File: config.mk
export PLATFORM = sky130hd
export DESIGN_NAME = snake_step_engine
export DESIGN_NICKNAME = d
export VERILOG_FILES = /design/src/rtl/snake_pkg.sv /design/src/rtl/snake_body_fifo.sv /design/src/rtl/snake_step_engine.sv
export SDC_FILE = /design/constraint.sdc
export NUM_CORES = 1
export LEC_CHECK = 0
export CELL_PAD_IN_SITES_DETAIL_PLACEMENT = 1
export CELL_PAD_IN_SITES_GLOBAL_PLACEMENT = 2
export CORE_MARGIN = 1.5
export CORE_UTILIZATION = 48
export DETAILED_ROUTE_END_ITERATION = 8
export PLACE_DENSITY_LB_ADDON = 0.1
export SLEW_MARGIN = 20
export SYNTH_ARGS = -nofsm -noshare
export SYNTH_HDL_FRONTEND = slang
export SYNTH_SLANG_ARGS = --single-unit
File: constraint.sdc
create_clock -name i_clk -period 8.3 [get_ports i_clk]
set_clock_uncertainty 0.15 [all_clocks]
set_input_delay 1.245 -clock i_clk [delete_from_list [all_inputs] [get_ports i_clk]]
set_output_delay 1.245 -clock i_clk [all_outputs]
set_load 0.02 [all_outputs]
File: src/rtl/snake_pkg.sv
// Shared definitions for the snake step engine: grid geometry, cell and
// direction codes, and the engine state enumeration.
package snake_pkg;

  localparam int unsigned GRID_W     = 32;
  localparam int unsigned GRID_H     = 20;
  localparam int unsigned GRID_CELLS = GRID_W * GRID_H;
  localparam int unsigned ADDR_W     = 10;

  localparam logic [1:0] CellEmpty = 2'b00;
  localparam logic [1:0] CellSnake = 2'b01;
  localparam logic [1:0] CellFood  = 2'b10;
  localparam logic [1:0] CellRsvd  = 2'b11;

  localparam logic [1:0] DirUp    = 2'b00;
  localparam logic [1:0] DirRight = 2'b01;
  localparam logic [1:0] DirDown  = 2'b10;
  localparam logic [1:0] DirLeft  = 2'b11;

  // Initial tail cell (14,10); the seed body occupies three ascending cells from here.
  localparam logic [ADDR_W-1:0] SEED_TAIL = ADDR_W'(10 * GRID_W + 14);

  typedef enum logic [3:0] {
    StClear,
    StSeed,
    StFoodRd,
    StFoodChk,
    StIdle,
    StCalc,
    StHeadRd,
    StHeadChk,
    StTailWr,
    StHeadWr,
    StDead
  } state_e;

endpackage

File: src/rtl/snake_body_fifo.sv
// Circular buffer of snake body cell addresses; head is the newest entry,
// tail the oldest.
module snake_body_fifo
  import snake_pkg::*;
#(
  parameter int unsigned MAX_LEN = 64,
  localparam int unsigned PtrW   = $clog2(MAX_LEN)
) (
  input  logic              i_clk,
  input  logic              i_rst,
  input  logic              i_push,
  input  logic              i_pop,
  input  logic [ADDR_W-1:0] i_data,
  output logic [ADDR_W-1:0] o_head,
  output logic [ADDR_W-1:0] o_tail,
  output logic [PtrW:0]     o_count
);

  localparam int unsigned CntW = PtrW + 1;

  logic [ADDR_W-1:0] mem_q [MAX_LEN];
  logic [PtrW-1:0]   wr_ptr_q, rd_ptr_q, head_ptr;
  logic [CntW-1:0]   count_q;

  function automatic logic [PtrW-1:0] ptr_inc(input logic [PtrW-1:0] p);
    return (p == PtrW'(MAX_LEN - 1)) ? '0 : p + 1'b1;
  endfunction

  assign head_ptr = (wr_ptr_q == '0) ? PtrW'(MAX_LEN - 1) : wr_ptr_q - 1'b1;
  assign o_head   = mem_q[head_ptr];
  assign o_tail   = mem_q[rd_ptr_q];
  assign o_count  = count_q;

  always_ff @(posedge i_clk) begin
    if (i_rst) begin
      wr_ptr_q <= '0;
      rd_ptr_q <= '0;
      count_q  <= '0;
    end else begin
      if (i_push) wr_ptr_q <= ptr_inc(wr_ptr_q);
      if (i_pop)  rd_ptr_q <= ptr_inc(rd_ptr_q);
      count_q <= count_q + CntW'(i_push) - CntW'(i_pop);
    end
  end

  always_ff @(posedge i_clk) begin
    if (i_push && !i_rst) mem_q[wr_ptr_q] <= i_data;
  end

endmodule

File: src/rtl/snake_step_engine.sv
// Snake game step engine: clears and seeds the grid RAM, places food from an
// LFSR, and advances the snake one cell per accepted tick.
module snake_step_engine
  import snake_pkg::*;
#(
  parameter int unsigned       MAX_LEN   = 64,
  parameter logic [ADDR_W-1:0] LFSR_SEED = 10'h2A5
) (
  input  logic              i_clk,
  input  logic              i_rst,
  input  logic              i_tick,
  input  logic [1:0]        i_dir,
  output logic [ADDR_W-1:0] o_addr,
  output logic              o_write,
  output logic [1:0]        o_data,
  input  logic [1:0]        i_rdata,
  output logic              o_busy,
  output logic              o_game_over,
  output logic [7:0]        o_score
);

  localparam int unsigned CntW = $clog2(MAX_LEN) + 1;

  state_e            state_q, state_d;
  logic [ADDR_W-1:0] cnt_q, cnt_d;
  logic [ADDR_W-1:0] lfsr_q, lfsr_d, lfsr_step;
  logic [ADDR_W-1:0] nh_q, nh_d;
  logic [1:0]        dir_q, dir_d;
  logic              grow_q, grow_d;
  logic [7:0]        score_q, score_d;

  logic              wr, push, pop;
  logic [ADDR_W-1:0] addr;
  logic [1:0]        data;
  logic [ADDR_W-1:0] body_head, body_tail;
  logic [CntW-1:0]   body_count;
  logic [4:0]        hx, hy, nx, ny;
  logic              hit;

  snake_body_fifo #(
    .MAX_LEN (MAX_LEN)
  ) u_body (
    .i_clk   (i_clk),
    .i_rst   (i_rst),
    .i_push  (push),
    .i_pop   (pop),
    .i_data  (addr),
    .o_head  (body_head),
    .o_tail  (body_tail),
    .o_count (body_count)
  );

  // x^10 + x^7 + 1
  assign lfsr_step = {lfsr_q[8:0], lfsr_q[9] ^ lfsr_q[6]};
  // GRID_W is 32, so the address splits as {y, x}.
  assign hx = body_head[4:0];
  assign hy = body_head[9:5];

  always_comb begin
    state_d = state_q;
    cnt_d   = cnt_q;
    lfsr_d  = lfsr_q;
    nh_d    = nh_q;
    dir_d   = dir_q;
    grow_d  = grow_q;
    score_d = score_q;
    wr      = 1'b0;
    push    = 1'b0;
    pop     = 1'b0;
    addr    = '0;
    data    = CellEmpty;
    nx      = hx;
    ny      = hy;
    hit     = 1'b0;
    unique case (state_q)
      StClear: begin
        wr   = 1'b1;
        addr = cnt_q;
        if (cnt_q == ADDR_W'(GRID_CELLS - 1)) begin
          cnt_d   = '0;
          state_d = StSeed;
        end else begin
          cnt_d = cnt_q + 1'b1;
        end
      end
      StSeed: begin
        wr   = 1'b1;
        push = 1'b1;
        addr = SEED_TAIL + cnt_q;
        data = CellSnake;
        if (cnt_q == ADDR_W'(2)) begin
          cnt_d   = '0;
          dir_d   = DirRight;
          state_d = StFoodRd;
        end else begin
          cnt_d = cnt_q + 1'b1;
        end
      end
      StFoodRd: begin
        if (lfsr_q < ADDR_W'(GRID_CELLS)) begin
          addr    = lfsr_q;
          state_d = StFoodChk;
        end else begin
          lfsr_d = lfsr_step;
        end
      end
      StFoodChk: begin
        if (i_rdata == CellEmpty) begin
          wr      = 1'b1;
          addr    = lfsr_q;
          data    = CellFood;
          state_d = StIdle;
        end else begin
          lfsr_d  = lfsr_step;
          state_d = StFoodRd;
        end
      end
      StIdle: begin
        if (i_tick) state_d = StCalc;
      end
      StCalc: begin
        dir_d = (i_dir == (dir_q ^ 2'b10)) ? dir_q : i_dir;
        case (dir_d)
          DirUp:    begin hit = (hy == 5'd0);             ny = hy - 5'd1; end
          DirRight: begin hit = (hx == 5'(GRID_W - 1));   nx = hx + 5'd1; end
          DirDown:  begin hit = (hy == 5'(GRID_H - 1));   ny = hy + 5'd1; end
          default:  begin hit = (hx == 5'd0);             nx = hx - 5'd1; end
        endcase
        nh_d    = {ny, nx};
        state_d = hit ? StDead : StHeadRd;
      end
      StHeadRd: begin
        addr    = nh_q;
        state_d = StHeadChk;
      end
      StHeadChk: begin
        // The tail cell still reads as snake here, so moving onto it is fatal.
        unique case (i_rdata)
          CellSnake, CellRsvd: state_d = StDead;
          CellFood: begin
            if (score_q != 8'hFF) score_d = score_q + 8'd1;
            grow_d  = 1'b1;
            state_d = StTailWr;
          end
          default: begin
            grow_d  = 1'b0;
            state_d = StTailWr;
          end
        endcase
      end
      StTailWr: begin
        if (!(grow_q && (body_count < CntW'(MAX_LEN)))) begin
          pop  = 1'b1;
          wr   = 1'b1;
          addr = body_tail;
        end
        state_d = StHeadWr;
      end
      StHeadWr: begin
        wr      = 1'b1;
        push    = 1'b1;
        addr    = nh_q;
        data    = CellSnake;
        state_d = grow_q ? StFoodRd : StIdle;
      end
      StDead: ;
      default: state_d = StClear;
    endcase
  end

  always_ff @(posedge i_clk) begin
    if (i_rst) begin
      state_q <= StClear;
      cnt_q   <= '0;
      lfsr_q  <= LFSR_SEED;
      nh_q    <= '0;
      dir_q   <= DirRight;
      grow_q  <= 1'b0;
      score_q <= '0;
    end else begin
      state_q <= state_d;
      cnt_q   <= cnt_d;
      lfsr_q  <= lfsr_d;
      nh_q    <= nh_d;
      dir_q   <= dir_d;
      grow_q  <= grow_d;
      score_q <= score_d;
    end
  end

  // Reset masks the RAM port at once so an in-flight write is dropped.
  assign o_write     = wr & ~i_rst;
  assign o_addr      = i_rst ? '0 : addr;
  assign o_data      = i_rst ? CellEmpty : data;
  assign o_busy      = (state_q != StIdle) && (state_q != StDead);
  assign o_game_over = (state_q == StDead) && !i_rst;
  assign o_score     = score_q;

endmodule
==> results.yml <==
synth:
  syn-num-nets: 2140
  yosys_register_bits: 710
  yosysTopAreaCell: "edfxtp_1"
  syn-cell-area_um2: 34500
  yosysWarnings: 0
  synth_edf_count: 640
  seq_area_frac_synth_pct: 59.8
  synth_cell_types: 82
  ys_async_sr_fraction_pct: 0
  synth_top_area_share_pct: 55.8
  avgSynthCellArea_um2: 16.3
  netlist_instances: 2108
  ys.flop_type: "edfxtp_1"
  yosys-top-cells-area: "edfxtp_1 (56%), mux4_2 (22%), dfxtp_1 (4.1%)"
die:
  die_width_um: 271
  start_util_pct: 48.4
  rows: 98
  io-pin-count: 30
  core_area_um2: 71200
  die-area_um2: 73400
  die_h_um: 271
finish:
  syn_to_final_growth_pct: 13.0
  diodes: 0
  final_nets: 2214
  multiInputGateArea_um2: 13200
  regArea_um2: 20600
  drive_gt1_share_pct: 27.7
  finish.instance_area_um2: 38900
  n_fill_cell: 6509
route:
  viasPerCell: 6.77
  drt_drc_violations_left: 0
  drt_iter0_markers: 2582
  ant_nets: 0
  wirelength_um: 110000
  vias: 21600
  avgRoutedWirePerCell_um: 34.5
  first_pass_iters: 5
grt:
  grt_overflow: 0
  grt_max_degree: 82
  grt_usage_pct: 30.4
  antenna_found_initial: 5
  first_global_vias: 22200
  grt_pass1_wl_um: 159000
clock_network:
  clockBufferDepth: 3
  cts_buffers: 79
  cts_tree: "yes"
  postCtsSetupBuffers: 0
  clkSinkCount: 710
  clock-root-buffer: "clkbuf_16"
  htree_levels: 3
  clk_pin_slew_ns: 0.06
  cts_resized: 0
  insertion_delay_ns: 0.64
  hold_buffers: 0
worst_setup_path:
  critPathArrivalTime_ns: 5.26
  required_ns: 6.90
  endpoint_kind: "output pin"
  ff2ff_path_depth: 16
  critPathLaunchType: "flip-flop"
  crit_path_max_fanout: 65
  worstSetupPathType: "flip-flop to output pin"
timing:
  slew_headroom_pct: 25.0
  finalCriticalPeriod_ns: 6.65
  drv_slew: 0
  fin_tns_setup_ns: 0
  rsz0062_at_grt: "no"
  clock.fmax_ghz: 0.150
  finalSetupViolations: 0
  hold_viol: 0
  tightestPinTransition_ns: 1.12
  min_period_over_period_pct: 80.1
run:
  maxCapViolations: 0
pwr:
  power_leakage_nw: 12.1
  worst_ir_drop_vdd_mv: 0.163
  power_density_nw_per_um2: 192
placement:
  port_buffers: 29
  hpwl_um: 70500
  dpl_cell_area_um2: 36300
  place.gp.congestion: 0.869
worst_hold_path:
  holdCritPathClass: "flip-flop to flip-flop"
  whs_path_depth: 2
run_status:
  status: "finished clean"
## power by group
part	internal (W)	total, W	switching [W]
clock	0.00204	0.00353	0.00149
sequential	0.00386	0.00387	0.00000317
combinational	0.0000193	0.0000731	0.0000539
## flip-flops by register name (all words and copies together) (netlist names), named ones only
signal / flops
u_body.mem_q: 640
cnt_q: 10
lfsr_q: 10
nh_q: 10
o_score: 8
u_body.o_count: 7
u_body.rd_ptr_q: 6
u_body.wr_ptr_q: 6
state_q: 4
dir_q: 2
grow_q: 1
## critical path, cell delays in order, from the launching register on
cell,delay (ns)
dfxtp_4,0.93
buf_12,0.38
mux4_2,0.57
mux4_2,0.60
mux4_2,0.53
a221o_2,0.39
buf_4,0.33
nor2b_1,0.24
clkdlybuf4s50_1,0.54
## area by class of cell
type | instances | share of cell area, %
repair buffers | 141 | 3.05
multi-input cells | 1220 | 34.0
clock inverters | 47 | 1.28
flip-flops and latches | 710 | 53.0
inverters | 30 | 0.289
well taps | 950 | 3.05
clock buffers | 98 | 5.34
## per-layer routing
metal	vias to the layer above	track usage [%]	wire (um)
met1	11600	41.0	43800
li1	8773	-	-
met3	222	5.64	8480
met2	1011	49.6	53900
met5	-	0	27
met4	4	11.0	4060
## path summary, 6_finish.rpt
check,start,endpoint,slack (ns)
min reg2reg,nh_q[5],nh_q[5],0.31
max,flip-flop,o_addr[2],1.65
min,nh_q[5],nh_q[5],0.31
max reg2reg,u_body.wr_ptr_q[0],nh_q[9],1.83
## cells in the final DEF (no fill, tap or decap), types with 29 or more instances in the layout
cell	Yosys	final
a21oi_1	62	61
buf_4	10	107
clkbuf_16	0	80
dfxtp_1	70	65
edfxtp_1	640	640
inv_1	29	29
mux2i_1	45	45
mux4_2	341	341
nand2_1	187	186
nand3_1	37	37
nor2_1	168	158
## cells by family after synthesis
logic type	share of synthesized area [%]
muxes	24.1
AOI/OAI and AO/OA	5.06
and+or+nand+nor	6.73
adders and majority gates	0.973
buffers and inverters	2.22
xor gates and xnor gates	1.12
DFF	59.8
## cell usage after synthesis, types with 20 or more instances
library cell	count
xnor2_1	21
nand3_1	37
clkbuf_1	81
xor2_1	23
ha_1	22
buf_1	28
and3_1	24
o21ai_0	23
buf_2	26
inv_1	29
nand2_1	187
nor2b_1	20
nor2_1	168
mux4_2	341
edfxtp_1	640
a21oi_1	62
dfxtp_1	70
mux2i_1	45
## metrics by stage
stage          utilization [%]  total power, W  hold WS [ns]  instances  worst slack (ns)
2_1_floorplan                -         0.00399         0.281       2108              1.41
3_3_place_gp              51.0         0.00401         0.291       3049              1.81
3_5_place_dp              51.0         0.00402         0.298       3049              1.65
4_1_cts                   54.6         0.00751         0.308       3194              1.55
5_1_grt                   54.6         0.00764         0.339       3196              1.43
6_report                  54.6         0.00747         0.305       3196              1.65
(Power assumes the default switching activity.)
